--- config.mk ---
export PLATFORM = sky130hd
export DESIGN_NAME = fp_div_flat
export DESIGN_NICKNAME = d
export VERILOG_FILES = /design/src/rtl/fp_div_if.sv /design/src/rtl/fp_div.sv /design/src/flat_wrapper.sv
export SDC_FILE = /design/constraint.sdc
export NUM_CORES = 1
export LEC_CHECK = 0
export ABC_AREA = 1
export CAP_MARGIN = 20
export CORE_MARGIN = 8
export CORE_UTILIZATION = 61
export CTS_CLUSTER_SIZE = 10
export DETAILED_ROUTE_END_ITERATION = 10
export GPL_TIMING_DRIVEN = 1
export PLACE_DENSITY = 0.86
export REMOVE_ABC_BUFFERS = 1
export SETUP_SLACK_MARGIN = 0.1
export SLEW_MARGIN = 20
export SYNTH_ARGS = -nofsm -noshare
export SYNTH_HDL_FRONTEND = slang
export SYNTH_SLANG_ARGS = --single-unit
--- constraint.sdc ---
create_clock -name clk -period 10.31 [get_ports clk]
set_input_delay 2.5775 -clock clk [delete_from_list [all_inputs] [get_ports clk]]
set_output_delay 2.5775 -clock clk [all_outputs]
set_load 0.005 [all_outputs]
--- src/rtl/fp_div_if.sv ---
// Handshake bundle for the single-precision divider.
// master drives start/a/b; slave returns busy/done/result/div_by_zero.
interface fp_div_if;
  logic        start;
  logic [31:0] a;
  logic [31:0] b;
  logic        busy;
  logic        done;
  logic [31:0] result;
  logic        div_by_zero;

  modport master (
    output start, a, b,
    input  busy, done, result, div_by_zero
  );

  modport slave (
    input  start, a, b,
    output busy, done, result, div_by_zero
  );
endinterface

--- src/rtl/fp_div.sv ---
// IEEE-754 single divider: restoring radix-2, one quotient bit/cycle.
// Ports: clk, rst (async high), bus (fp_div_if.slave handshake + result).
module fp_div (
  input  logic     clk,
  input  logic     rst,
  fp_div_if.slave  bus
);

  typedef enum logic [1:0] {
    IDLE = 2'd0,
    DIV  = 2'd1,
    NORM = 2'd2
  } state_t;

  state_t state;
  state_t stateNext;

  logic [4:0]  cnt;
  logic [25:0] rem;
  logic [24:0] quo;
  logic [23:0] nb;
  logic [7:0]  ea;
  logic [7:0]  eb;
  logic        sign;
  logic        special;
  logic        specialDbz;

  logic [31:0] resultQ;
  logic        doneQ;
  logic        dbzQ;

  logic        aZero;
  logic        bZero;
  logic        geq;
  logic [25:0] remSub;
  logic [9:0]  expWide;
  logic [22:0] frac;
  logic        unusedExpHi;

  assign aZero = (bus.a[30:0] == 31'd0);
  assign bZero = (bus.b[30:0] == 31'd0);

  assign geq    = (rem >= {2'b00, nb});
  assign remSub = rem - {2'b00, nb};

  // Q[24] set means the mantissa ratio was in [1,2).
  assign expWide = {2'b00, ea} - {2'b00, eb}
                 + (quo[24] ? 10'd127 : 10'd126);
  assign frac    = quo[24] ? quo[23:1] : quo[22:0];

  // Exponent wraps modulo 256; the top bits are intentionally dropped.
  assign unusedExpHi = ^expWide[9:8];

  always_ff @(posedge clk or posedge rst) begin
    if (rst) begin
      state <= IDLE;
    end else begin
      state <= stateNext;
    end
  end

  always_comb begin
    stateNext = state;
    unique case (state)
      IDLE: begin
        if (bus.start) begin
          // Zero operands bypass the iteration entirely.
          stateNext = (aZero || bZero) ? NORM : DIV;
        end
      end
      DIV: begin
        if (cnt == 5'd0) begin
          stateNext = NORM;
        end
      end
      NORM:    stateNext = IDLE;
      default: stateNext = IDLE;
    endcase
  end

  always_comb begin
    bus.busy = 1'b0;
    unique case (1'b1)
      (state == DIV):  bus.busy = 1'b1;
      (state == NORM): bus.busy = 1'b1;
      default:         bus.busy = 1'b0;
    endcase
  end

  always_ff @(posedge clk or posedge rst) begin
    if (rst) begin
      cnt        <= 5'd0;
      rem        <= 26'd0;
      quo        <= 25'd0;
      nb         <= 24'd0;
      ea         <= 8'd0;
      eb         <= 8'd0;
      sign       <= 1'b0;
      special    <= 1'b0;
      specialDbz <= 1'b0;
      resultQ    <= 32'd0;
      doneQ      <= 1'b0;
      dbzQ       <= 1'b0;
    end else begin
      doneQ <= 1'b0;
      unique case (state)
        IDLE: begin
          if (bus.start) begin
            ea         <= bus.a[30:23];
            eb         <= bus.b[30:23];
            sign       <= bus.a[31] ^ bus.b[31];
            rem        <= {3'b001, bus.a[22:0]};
            nb         <= {1'b1, bus.b[22:0]};
            quo        <= 25'd0;
            cnt        <= 5'd24;
            special    <= aZero | bZero;
            specialDbz <= bZero;
          end
        end
        DIV: begin
          if (geq) begin
            quo <= {quo[23:0], 1'b1};
            rem <= {remSub[24:0], 1'b0};
          end else begin
            quo <= {quo[23:0], 1'b0};
            rem <= {rem[24:0], 1'b0};
          end
          if (cnt != 5'd0) begin
            cnt <= cnt - 5'd1;
          end
        end
        NORM: begin
          doneQ <= 1'b1;
          dbzQ  <= specialDbz;
          if (specialDbz) begin
            resultQ <= {sign, 8'hFF, 23'd0};
          end else if (special) begin
            resultQ <= 32'd0;
          end else begin
            resultQ <= {sign, expWide[7:0], frac};
          end
        end
        default: begin
          doneQ <= 1'b0;
        end
      endcase
    end
  end

  assign bus.done        = doneQ;
  assign bus.result      = resultQ;
  assign bus.div_by_zero = dbzQ;

endmodule
--- src/flat_wrapper.sv ---
// flat-port wrapper written by rule: the top's interface ports become plain ports
module fp_div_flat 
  (clk, rst, bus_start, bus_a, bus_b, bus_busy, bus_done, bus_result, bus_div_by_zero);
  fp_div_if bus_i ();
  input  logic clk;
  input  logic rst;
  input wire logic [$bits(bus_i.start)-1:0] bus_start;
  input wire logic [$bits(bus_i.a)-1:0] bus_a;
  input wire logic [$bits(bus_i.b)-1:0] bus_b;
  output wire logic [$bits(bus_i.busy)-1:0] bus_busy;
  output wire logic [$bits(bus_i.done)-1:0] bus_done;
  output wire logic [$bits(bus_i.result)-1:0] bus_result;
  output wire logic [$bits(bus_i.div_by_zero)-1:0] bus_div_by_zero;
  assign bus_i.start = bus_start;
  assign bus_i.a = bus_a;
  assign bus_i.b = bus_b;
  assign bus_busy = bus_i.busy;
  assign bus_done = bus_i.done;
  assign bus_result = bus_i.result;
  assign bus_div_by_zero = bus_i.div_by_zero;
  fp_div u_core (.clk(clk), .rst(rst), .bus(bus_i));
endmodule
==> results of run 1 <==
-- worst max-delay path, stage by stage, from the launching register on --
cell	delay [ps]
sky130_fd_sc_hd__dfrtp_1	380
sky130_fd_sc_hd__inv_1	90
sky130_fd_sc_hd__ha_1	320
sky130_fd_sc_hd__clkdlybuf4s50_1	510
-- cells in the final DEF, fill, tap and decap left out, types with 5 or more instances in the layout --
| master | n |
|---|---|
| sky130_fd_sc_hd__nor3_1 | 6 |
| sky130_fd_sc_hd__ha_1 | 43 |
| sky130_fd_sc_hd__xnor2_1 | 11 |
| sky130_fd_sc_hd__inv_2 | 5 |
| sky130_fd_sc_hd__o21ai_0 | 98 |
| sky130_fd_sc_hd__nand3_1 | 72 |
| sky130_fd_sc_hd__clkbuf_16 | 17 |
| sky130_fd_sc_hd__dfrtp_1 | 134 |
| sky130_fd_sc_hd__nor4_1 | 9 |
| sky130_fd_sc_hd__nand2_1 | 272 |
| sky130_fd_sc_hd__clkdlybuf4s50_1 | 101 |
| sky130_fd_sc_hd__inv_1 | 218 |
| sky130_fd_sc_hd__nor2_1 | 70 |
| sky130_fd_sc_hd__inv_6 | 6 |
| sky130_fd_sc_hd__xor2_1 | 5 |
| sky130_fd_sc_hd__o22ai_1 | 26 |
| sky130_fd_sc_hd__nand4_1 | 37 |
| sky130_fd_sc_hd__a21oi_1 | 71 |
-- cells by family after synthesis --
family          after synthesis  synth area share, %
fa+ha+maj                    45                 6.93
buf+inv                     267                 12.3
simple gates                477                 24.7
compound gates              213                 13.9
flops                       135                 40.5
xor+xnor                     16                 1.68
-- flip-flops by register name, summed over array words and instances, names as in the netlist --
signal / cells
u_core.bus.div_by_zero: 1
u_core.bus.result: 32
u_core.nb: 24
u_core.state: 2
u_core.specialDbz: 1
u_core.eb: 8
u_core.special: 1
u_core.ea: 8
u_core.quo: 25
u_core.bus.done: 1
u_core.sign: 1
u_core.rem: 26
u_core.cnt: 5
-- power groups by stage --
stage / clock network [mW] / registers (mW) / logic (mW)
4_1_cts: 0.628 / 0.824 / 2.05
6_report: 0.629 / 0.828 / 2.06
2_1_floorplan: 0 / 0.800 / 1.48
3_3_place_gp: 0 / 0.819 / 1.95
5_1_grt: 0.656 / 0.846 / 2.33
3_5_place_dp: 0 / 0.826 / 2.00
-- per-layer routing --
layer / vias up / track usage [%] / wire length, um
met5: - / 0 / 0
li1: 3874 / - / -
met4: 0 / 14.1 / 902
met2: 323 / 46.5 / 11900
met1: 3776 / 30.1 / 9220
met3: 59 / 6.06 / 1460
-- per-stage QoR --
stage	area, sq um	hold WS [ps]	setup slack [ps]	total power [mW]	util [%]
2_1_floorplan	8160	426	4120	2.28	-
3_3_place_gp	9430	456	5770	2.77	70.9
3_5_place_dp	9430	470	5750	2.83	70.9
4_1_cts	10000	483	6020	3.50	75.4
5_1_grt	10000	500	5950	3.83	75.5
6_report	10000	482	6010	3.52	75.5
-- worst max path at each step --
stage / endpoint
global placement: u_core.state[0]$_DFFE_PP0P_
finish: bus_busy
CTS: bus_busy
global route: bus_busy
floorplan: u_core.bus.div_by_zero$_DFFE_PP0P_
detailed placement: u_core.state[0]$_DFFE_PP0P_
-- area by class of cell --
type	instances	share of cell area, %
tap	176	2.19
clock buffer	18	4.28
sequential	135	33.7
inverter	226	8.50
timing repair buffer	105	10.4
clock inverter	14	1.70
multi-input combinational	751	39.3
==> impl_metrics.py, run 1 <==
metrics = {
    "drt": {
        "route.vias.total": 8032,
        "detailedRoute.firstPassIterationCount": 6,
        "routed_via_density": 5.64,
        "first_iter_violations": 639,
        "remaining_drc_errors": 0,
        "routed_length_per_placed_instance_um": 16.5,
        "finalWirelength_um": 23500,
        "route.antenna.remaining_nets": 0,
    },
    "timing": {
        "fmax_ghz": 0.233,
        "worst_slew_pin_slew_ps": 943,
        "setup_viol_count_final": 0,
        "finalSetupTns_ps": 0,
        "worst_slew_margin_rel_pct": 36.7,
        "grt_setup_unrepaired": "false",
        "final_cycle_share_pct": 41.7,
        "timing.final.max_slew_violations": 0,
        "final-hold-violation-count": 0,
        "layout_min_cycle_time_ps": 4300,
        "finClkSkew_ps": 9.71,
    },
    "global_routing": {
        "grt_start_max_net_pins": 84,
        "first_global_vias": 8030,
        "grt_antenna_before_repair": 0,
        "grt_pass1_wl_um": 38400,
        "grt_overflow": 0,
        "track_usage_pct": 26.8,
    },
    "clock_tree": {
        "clk_root_buffer_cell": "sky130_fd_sc_hd__clkbuf_16",
        "post-cts-setup-buffer-count": 0,
        "cts.path.max_buffers": 2,
        "clock_sinks": 135,
        "numCtsBuffers": 17,
        "clk_pin_slew_worst_paths_ps": 60,
        "htree_levels": 4,
        "tritoncts_clock_tree": "built",
        "clock_latency_at_the_later_pin_of_the_worst_skew_pair_ps": 420,
        "cts_resized": 0,
        "cts-hold-fix-buffers": 0,
    },
    "layout": {
        "sequential_standard_cell_area_sq_um": 3380,
        "count_of_placed_standard_cells_in_the_final_layout_fillers_left_out": 1425,
        "layout-drive-gt1-share_pct": 4.32,
        "multi_input_comb_area_sq_um": 3940,
        "n_fill_cell": 1020,
        "finish.net_count": 1348,
        "n_antenna_cell": 0,
        "syn2layout_area_growth_pct": 20.4,
    },
    "floorplanning": {
        "start_util_pct": 62.7,
        "num_io_pins": 102,
        "die_h_um": 133,
        "placementRows": 42,
        "dieArea_sq_um": 17700,
        "floorplan.core_area_sq_um": 13300,
        "fp.dieW_um": 133,
    },
    "power": {
        "share_seq_of_total_power_pct": 23.5,
        "internal_power_mw": 1.83,
        "vdd_drop_max_mv": 0.181,
        "combPwrFrac_pct": 58.6,
        "share_clk_of_total_power_pct": 17.9,
        "power.switching_mw": 1.69,
        "power.static_leakage_nw": 4.97,
        "p_per_area_nw_per_um2": 351,
        "swShare_pct": 47.9,
    },
    "min_path": {
        "whs_path_depth": 2,
        "holdPathEnd": "u_core.cnt[4]$_DFFE_PP0P_",
        "hold_path.startpoint": "u_core.cnt[4]$_DFFE_PP0P_",
        "hp-class": "reg2reg",
    },
    "run_status": {
        "run_status": "finished, final reports clean",
    },
    "logic_synthesis": {
        "ys_ff_latch": 135,
        "synthesis.yosys.warnings": 0,
        "yosysMostFrequentCell": "sky130_fd_sc_hd__nand2_1",
        "synth_top_cell_by_area": "sky130_fd_sc_hd__dfrtp_1",
        "synth_cell_type_count": 40,
        "synth_area_leaders": "sky130_fd_sc_hd__dfrtp_1 (41%), sky130_fd_sc_hd__nand2_1 (12%), sky130_fd_sc_hd__inv_1 (9.9%), sky130_fd_sc_hd__ha_1 (6.5%), sky130_fd_sc_hd__o21ai_0 (5.9%)",
        "count_of_flip_flops_with_a_built_in_enable_after_synthesis": 0,
        "asyncSetResetFlopFracSynth_pct": 100,
        "yosys-top-cells-count": "sky130_fd_sc_hd__nand2_1 (273), sky130_fd_sc_hd__inv_1 (219), sky130_fd_sc_hd__dfrtp_1 (135), sky130_fd_sc_hd__o21ai_0 (98), sky130_fd_sc_hd__nand3_1 (72)",
        "synth.avg_cell_area_sq_um": 7.23,
        "synth_flop_cell": "sky130_fd_sc_hd__dfrtp_1",
        "yosysSeqAreaShare_pct": 40.5,
        "yosysTopAreaCellShare_pct": 40.5,
        "post_synthesis_cell_area_sq_um": 8340,
        "postSynthCellCount": 1153,
    },
    "setup_path": {
        "path_max_fanout": 3,
        "ff2ff_setup_slack_ps": 7290,
        "worst_ep_required_time_ps": 7730,
        "setup.worst_path.end_class": "output pin",
        "worst-r2r-cell-count": 13,
        "timing.critical_path.arrival_ps": 1720,
        "rr_startpoint": "u_core.nb[20]$_DFFE_PP0P_",
        "crit_path_start_kind": "flop",
        "worst_setup_path_startpoint": "u_core.state[1]$_DFFE_PP0P_",
        "critical_path.reg2reg.endpoint": "u_core.rem[23]$_DFFE_PP0P_",
        "worst-setup-path-type": "reg2out",
    },
    "flow_run": {
        "timing.max_cap.violations": 0,
    },
    "place": {
        "numPlacedInstances": 1393,
        "detailedPlacementHpwl_um": 16400,
        "port_buffers": 101,
        "gpl.final_weighted_congestion": 0.943,
    },
}
Power figures use the tool's default switching activity.
==> inputs of run 2 (changes only) <==
- CORE_UTILIZATION: 61 -> 51
- PLACE_DENSITY: 0.86 -> 0.77
- clock period: 10.31 -> 3.6 ns (I/O delays scaled with it)
==> run 2 against run 1 <==
Net effect: largest power group unchanged; critical endpoint is now u_core.rem[23]$_DFFE_PP0P_; highest routed layer unchanged; cell count up 3.2%; setup slack worse by 5000 ps; worst hold slack got worse by 7.7 ps; die area increased by 17%; non-clock buffer count increased by 5; sequential power rose to 2.8 times the previous value; sequential share of layout area down 0.33 points; first-iteration DRC count decreased by 9.4%; clock power grew to 2.8 times the previous value; register-to-register slack got worse by 6300 ps.
==> impl_metrics.py, run 2 (synthesis results as in run 1) <==
metrics = {
    "setup_path": {
        "critPathBufInv": 2,
        "crit_path_max_delay_family": "simple AND/OR/NAND/NOR gates",
        "critical-path-slowest-cell": "sky130_fd_sc_hd__nand3_4",
        "path_max_fanout": 27,
        "setup.worst_path.end_class": "flop",
        "crit_path_start_kind": "flop",
        "worst_ep_required_time_ps": 3910,
        "crit_top_cell": "sky130_fd_sc_hd__nand2_1",
        "critical_path_s_largest_stage_delay_ps": 470,
        "cp_cell_sequence": "inv_1 -> ha_1 -> nand2_1 -> nor2_1 -> nand2_1 -> inv_1 -> nand4_4 -> nand3_4 -> nand2_1 -> o21ai_0 -> a21oi_1",
        "timing.critical_path.arrival_ps": 2940,
        "worst-setup-path-type": "reg2reg",
    },
    "drt": {
        "first_iter_violations": 579,
        "finalWirelength_um": 21500,
        "route.antenna.remaining_nets": 0,
        "detailedRoute.firstPassIterationCount": 6,
        "route.vias.total": 7719,
        "routed_via_density": 5.25,
        "routed_length_per_placed_instance_um": 14.6,
        "remaining_drc_errors": 0,
    },
    "place": {
        "detailedPlacementHpwl_um": 15700,
        "postPlaceCellArea_sq_um": 9540,
        "gpl.final_weighted_congestion": 1.01,
        "port_buffers": 101,
    },
    "layout": {
        "layout_commonest_cell": "sky130_fd_sc_hd__nand2_1",
        "layout-drive-gt1-share_pct": 4.70,
        "finish.net_count": 1353,
        "layout.cells.most_common_list": "sky130_fd_sc_hd__nand2_1 (272), sky130_fd_sc_hd__inv_1 (218), sky130_fd_sc_hd__dfrtp_1 (135), sky130_fd_sc_hd__clkdlybuf4s50_1 (101), sky130_fd_sc_hd__o21ai_0 (98)",
        "n_antenna_cell": 0,
        "largest_register_ff_count": 32,
        "layout.core_utilization_pct": 63.5,
        "syn2layout_area_growth_pct": 21.5,
        "final_cell_area_sq_um": 10100,
    },
    "power": {
        "total_power_mw": 9.86,
        "power.switching_mw": 4.65,
        "power.static_leakage_nw": 4.99,
        "share_clk_of_total_power_pct": 17.6,
        "p_per_area_nw_per_um2": 973,
        "vdd_drop_max_mv": 0.464,
        "swShare_pct": 47.2,
        "share_seq_of_total_power_pct": 23.8,
        "combPwrFrac_pct": 58.6,
        "internal_power_mw": 5.21,
    },
    "timing": {
        "worst_slew_margin_rel_pct": 45.1,
        "final-hold-violation-count": 0,
        "finClkSkew_ps": 11.6,
        "final_cycle_share_pct": 73.1,
        "minimum_hold_slack_ps": 474,
        "worst_slew_pin_slew_ps": 822,
        "timing.final.max_slew_violations": 0,
        "layout_min_cycle_time_ps": 2630,
        "setup_viol_count_final": 0,
        "finalSetupTns_ps": 0,
        "grt_setup_unrepaired": "false",
        "fmax_ghz": 0.380,
    },
    "floorplanning": {
        "start_util_pct": 52.3,
        "dieArea_sq_um": 20700,
        "die_h_um": 144,
        "floorplan.core_area_sq_um": 15900,
        "fp.dieW_um": 144,
        "placementRows": 46,
        "num_io_pins": 102,
    },
    "clock_tree": {
        "clock_latency_at_the_later_pin_of_the_worst_skew_pair_ps": 430,
        "tritoncts_clock_tree": "built",
        "cts_resized": 0,
        "clk_pin_slew_worst_paths_ps": 60,
        "post-cts-setup-buffer-count": 0,
        "numCtsBuffers": 17,
        "cts-hold-fix-buffers": 0,
        "clock_sinks": 135,
        "htree_levels": 4,
        "cts.path.max_buffers": 2,
        "clk_root_buffer_cell": "sky130_fd_sc_hd__clkbuf_16",
    },
    "global_routing": {
        "grt_overflow": 0,
        "grt_antenna_before_repair": 0,
        "grt_start_max_net_pins": 64,
        "grt_pass1_wl_um": 35700,
        "track_usage_pct": 21.6,
        "first_global_vias": 7379,
    },
    "run_status": {
        "run_status": "finished, final reports clean",
    },
    "min_path": {
        "hp-class": "reg2reg",
    },
    "flow_run": {
        "timing.max_cap.violations": 0,
    },
}
[run 2: path summary, 6_finish.rpt]
| check | cells after the start | from | to | slack [ps] |
|---|---|---|---|---|
| min in group asynchronous | 2 | rst | u_core.bus.result[3]$_DFFE_PP0P_ | 800 |
| worst min-delay path | 2 | u_core.cnt[0]$_DFFE_PP0P_ | u_core.cnt[0]$_DFFE_PP0P_ | 470 |
| max in group asynchronous | 3 | rst | u_core.rem[10]$_DFFE_PP0P_ | 2150 |
| worst max-delay path | 11 | u_core.nb[14]$_DFFE_PP0P_ | u_core.rem[23]$_DFFE_PP0P_ | 970 |
| worst min register to register | 2 | u_core.cnt[0]$_DFFE_PP0P_ | u_core.cnt[0]$_DFFE_PP0P_ | 470 |
| worst max register to register | 11 | u_core.nb[14]$_DFFE_PP0P_ | u_core.rem[23]$_DFFE_PP0P_ | 970 |
[run 2: final cells by class]
| class | count | area (sq um) |
|---|---|---|
| Clock inverter | 14 | 148 |
| Clock buffer | 18 | 439 |
| Tap cell | 216 | 270 |
| Inverter | 226 | 851 |
| Sequential cell | 135 | 3380 |
| Multi-Input combinational cell | 751 | 3940 |
| Timing Repair Buffer | 110 | 1100 |
| Fill cell | 1420 | 5810 |
[run 2: layer usage]
layer | GRT usage (%) | vias to the layer above | part of all wire, %
met1 | 26.7 | 3605 | 43
met4 | 6.14 | 0 | 1.6
met3 | 4.84 | 27 | 6.4
met5 | 0 | - | 0
li1 | - | 3887 | -
met2 | 36.9 | 200 | 49
[run 2: worst register-to-register path, delay by kind of cell, from the launching register on]
kind	cells	cell delay, ps
and+or+nand+nor	6	1380
buffers and inverters	2	200
AOI/OAI and AO/OA	2	220
DFF	1	350
adders and majority gates	1	370
[run 2: through the flow]
step	setup WS, ps	cells
finish	967	1470
global route	746	1470
CTS	993	1470
detailed placement	828	1438
global placement	893	1438
floorplan	-911	1112
[run 2: power by group through the flow]
stage	clock (mW)	combinational [mW]	sequential (mW)
detailed placement	0	5.70	2.35
global placement	0	5.59	2.34
floorplan	0	4.24	2.29
finish	1.74	5.77	2.35
CTS	1.77	5.75	2.34
global route	1.83	6.60	2.40
==> inputs of run 3 (changes only) <==
- clock period: 3.6 -> 2.4 ns (I/O delays scaled with it)
==> run 3 against run 2 <==
Net effect: non-clock buffer count rose by 27; utilization rose by 2.8 points; sequential cell count did not move; cell count rose by 1.8%; critical path depth did not move.
==> impl_metrics.py, run 3 (synthesis results as in run 1) <==
metrics = {
    "global_routing": {
        "grt_pass1_wl_um": 37200,
        "grt_antenna_before_repair": 0,
        "grt_overflow": 0,
        "first_global_vias": 7698,
        "track_usage_pct": 22.8,
        "grt_start_max_net_pins": 61,
    },
    "layout": {
        "syn2layout_area_growth_pct": 26.9,
        "finish.net_count": 1380,
        "largest_register_ff_count": 32,
        "n_fill_cell": 1351,
        "layout.core_utilization_pct": 66.4,
        "sequential_standard_cell_area_sq_um": 3380,
        "n_antenna_cell": 0,
        "layout.cells.most_common_list": "sky130_fd_sc_hd__nand2_1 (270), sky130_fd_sc_hd__inv_1 (214), sky130_fd_sc_hd__dfrtp_1 (135), sky130_fd_sc_hd__clkdlybuf4s50_1 (100), sky130_fd_sc_hd__o21ai_0 (96)",
        "layout_commonest_cell": "sky130_fd_sc_hd__nand2_1",
        "layout-drive-gt1-share_pct": 9.06,
        "multi_input_comb_area_sq_um": 4110,
    },
    "power": {
        "combPwrFrac_pct": 60.3,
        "share_seq_of_total_power_pct": 22.0,
        "internal_power_mw": 8.71,
        "share_clk_of_total_power_pct": 17.6,
        "vdd_drop_max_mv": 0.836,
        "power.static_leakage_nw": 5.17,
        "p_per_area_nw_per_um2": 1540,
        "swShare_pct": 46.4,
        "power.switching_mw": 7.56,
    },
    "timing": {
        "grt_setup_unrepaired": "true",
        "setup_viol_count_final": 0,
        "final-hold-violation-count": 0,
        "worst_slew_pin_slew_ps": 693,
        "fmax_ghz": 0.443,
        "timing.final.ws_setup_ps": 140,
        "timing.final.max_slew_violations": 0,
        "worst_slew_margin_rel_pct": 53.7,
        "final_cycle_share_pct": 94.2,
        "layout_min_cycle_time_ps": 2260,
        "finClkSkew_ps": 10.8,
    },
    "drt": {
        "finalWirelength_um": 23000,
        "first_iter_violations": 703,
        "remaining_drc_errors": 0,
        "routed_length_per_placed_instance_um": 15.3,
        "routed_via_density": 5.34,
        "detailedRoute.firstPassIterationCount": 5,
        "route.vias.total": 7999,
        "route.antenna.remaining_nets": 0,
    },
    "setup_path": {
        "path_max_fanout": 4,
        "setup.worst_path.end_class": "flop",
        "worst-setup-path-type": "reg2reg",
        "worst_ep_required_time_ps": 2730,
        "timing.critical_path.arrival_ps": 2590,
        "crit_path_start_kind": "flop",
        "ff2ff_setup_slack_ps": 140,
    },
    "run_status": {
        "run_status": "finished, final reports clean",
    },
    "clock_tree": {
        "cts-hold-fix-buffers": 0,
        "clock_sinks": 135,
        "htree_levels": 4,
        "numCtsBuffers": 17,
        "cts.path.max_buffers": 2,
        "clock_latency_at_the_later_pin_of_the_worst_skew_pair_ps": 430,
        "tritoncts_clock_tree": "built",
        "clk_pin_slew_worst_paths_ps": 70,
        "clk_root_buffer_cell": "sky130_fd_sc_hd__clkbuf_16",
    },
    "floorplanning": {
        "fp.dieW_um": 144,
        "placementRows": 46,
        "die_h_um": 144,
        "dieArea_sq_um": 20700,
        "start_util_pct": 52.3,
        "floorplan.core_area_sq_um": 15900,
        "num_io_pins": 102,
    },
    "flow_run": {
        "timing.max_cap.violations": 0,
    },
    "place": {
        "dp_slack_ps": 51.6,
        "detailedPlacementHpwl_um": 16800,
        "port_buffers": 101,
        "gpl.final_weighted_congestion": 0.951,
    },
    "min_path": {
        "hp-class": "reg2reg",
    },
}
## run 3: through the flow
stage	area (sq um)	hold slack (ps)	instances	setup TNS [ps]	power [mW]
after CTS	10400	481	1491	0	15.6
after global placement	9710	455	1457	0	12.3
after global routing	10600	496	1497	0	17.6
after floorplan	8160	426	1112	-285770	9.79
after detailed placement	9710	459	1457	0	12.5
final	10600	478	1497	0	16.3
## run 3: what timing repair did
action | 4_1_cts | 5_1_grt
buffers inserted | 2 | 6
endpoints found under the setup margin | 3 | 29
pin swaps | 1 | 9
resized for setup | 2 | 35
endpoints found under the hold margin | 0 | 0
## run 3: routing by layer
| layer | track usage (%) | vias up | share of wire [%] |
|---|---|---|---|
| li1 | - | 3933 | - |
| met1 | 27.3 | 3719 | 41 |
| met2 | 40.1 | 301 | 50 |
| met3 | 5.11 | 46 | 6.7 |
| met4 | 6.86 | 0 | 2.2 |
| met5 | 0 | - | 0 |
## run 3: path summary, 6_finish.rpt
| path | startpoint | endpoint | depth (start not counted) |
|---|---|---|---|
| worst min register to register | u_core.bus.result[7]$_DFFE_PP0P_ | u_core.bus.result[7]$_DFFE_PP0P_ | 2 |
| worst max-delay path | u_core.ea[2]$_DFFE_PP0P_ | u_core.bus.result[30]$_DFFE_PP0P_ | 11 |
| worst max register to register | u_core.ea[2]$_DFFE_PP0P_ | u_core.bus.result[30]$_DFFE_PP0P_ | 11 |
| max in group asynchronous | rst | u_core.bus.done$_DFF_PP0_ | 3 |
| min in group asynchronous | rst | u_core.bus.result[2]$_DFFE_PP0P_ | 2 |
| worst min-delay path | u_core.bus.result[7]$_DFFE_PP0P_ | u_core.bus.result[7]$_DFFE_PP0P_ | 2 |
## run 3: worst max-delay path, stage by stage, from the launching register on
cell and delay, ps:
sky130_fd_sc_hd__dfrtp_1 370, sky130_fd_sc_hd__inv_1 50, sky130_fd_sc_hd__ha_1 260, sky130_fd_sc_hd__inv_1 40, sky130_fd_sc_hd__ha_1 370, sky130_fd_sc_hd__nand2_1 110
sky130_fd_sc_hd__nand2_1 80, sky130_fd_sc_hd__a31oi_2 280, sky130_fd_sc_hd__o221ai_1 170, sky130_fd_sc_hd__or2_2 290, sky130_fd_sc_hd__nand3_1 80, sky130_fd_sc_hd__nand2_1 50
## run 3: power by group through the flow
stage                     registers [mW]  clock network, mW  logic [mW]
after floorplan                     3.44                  0        6.35
after global placement              3.53                  0        8.81
after detailed placement            3.56                  0        8.98
after CTS                           3.53               2.88        9.15
after global routing                3.67               2.99        11.0
final                               3.58               2.87        9.82
## run 3: cell type report
cell class,count,share of cell area (%)
repair buffers,137,12.6
flip-flops and latches,135,31.9
multi-input cells,751,38.8
inverters,226,8.04
clock inverters,13,1.80
well taps,216,2.55
clock buffers,19,4.28
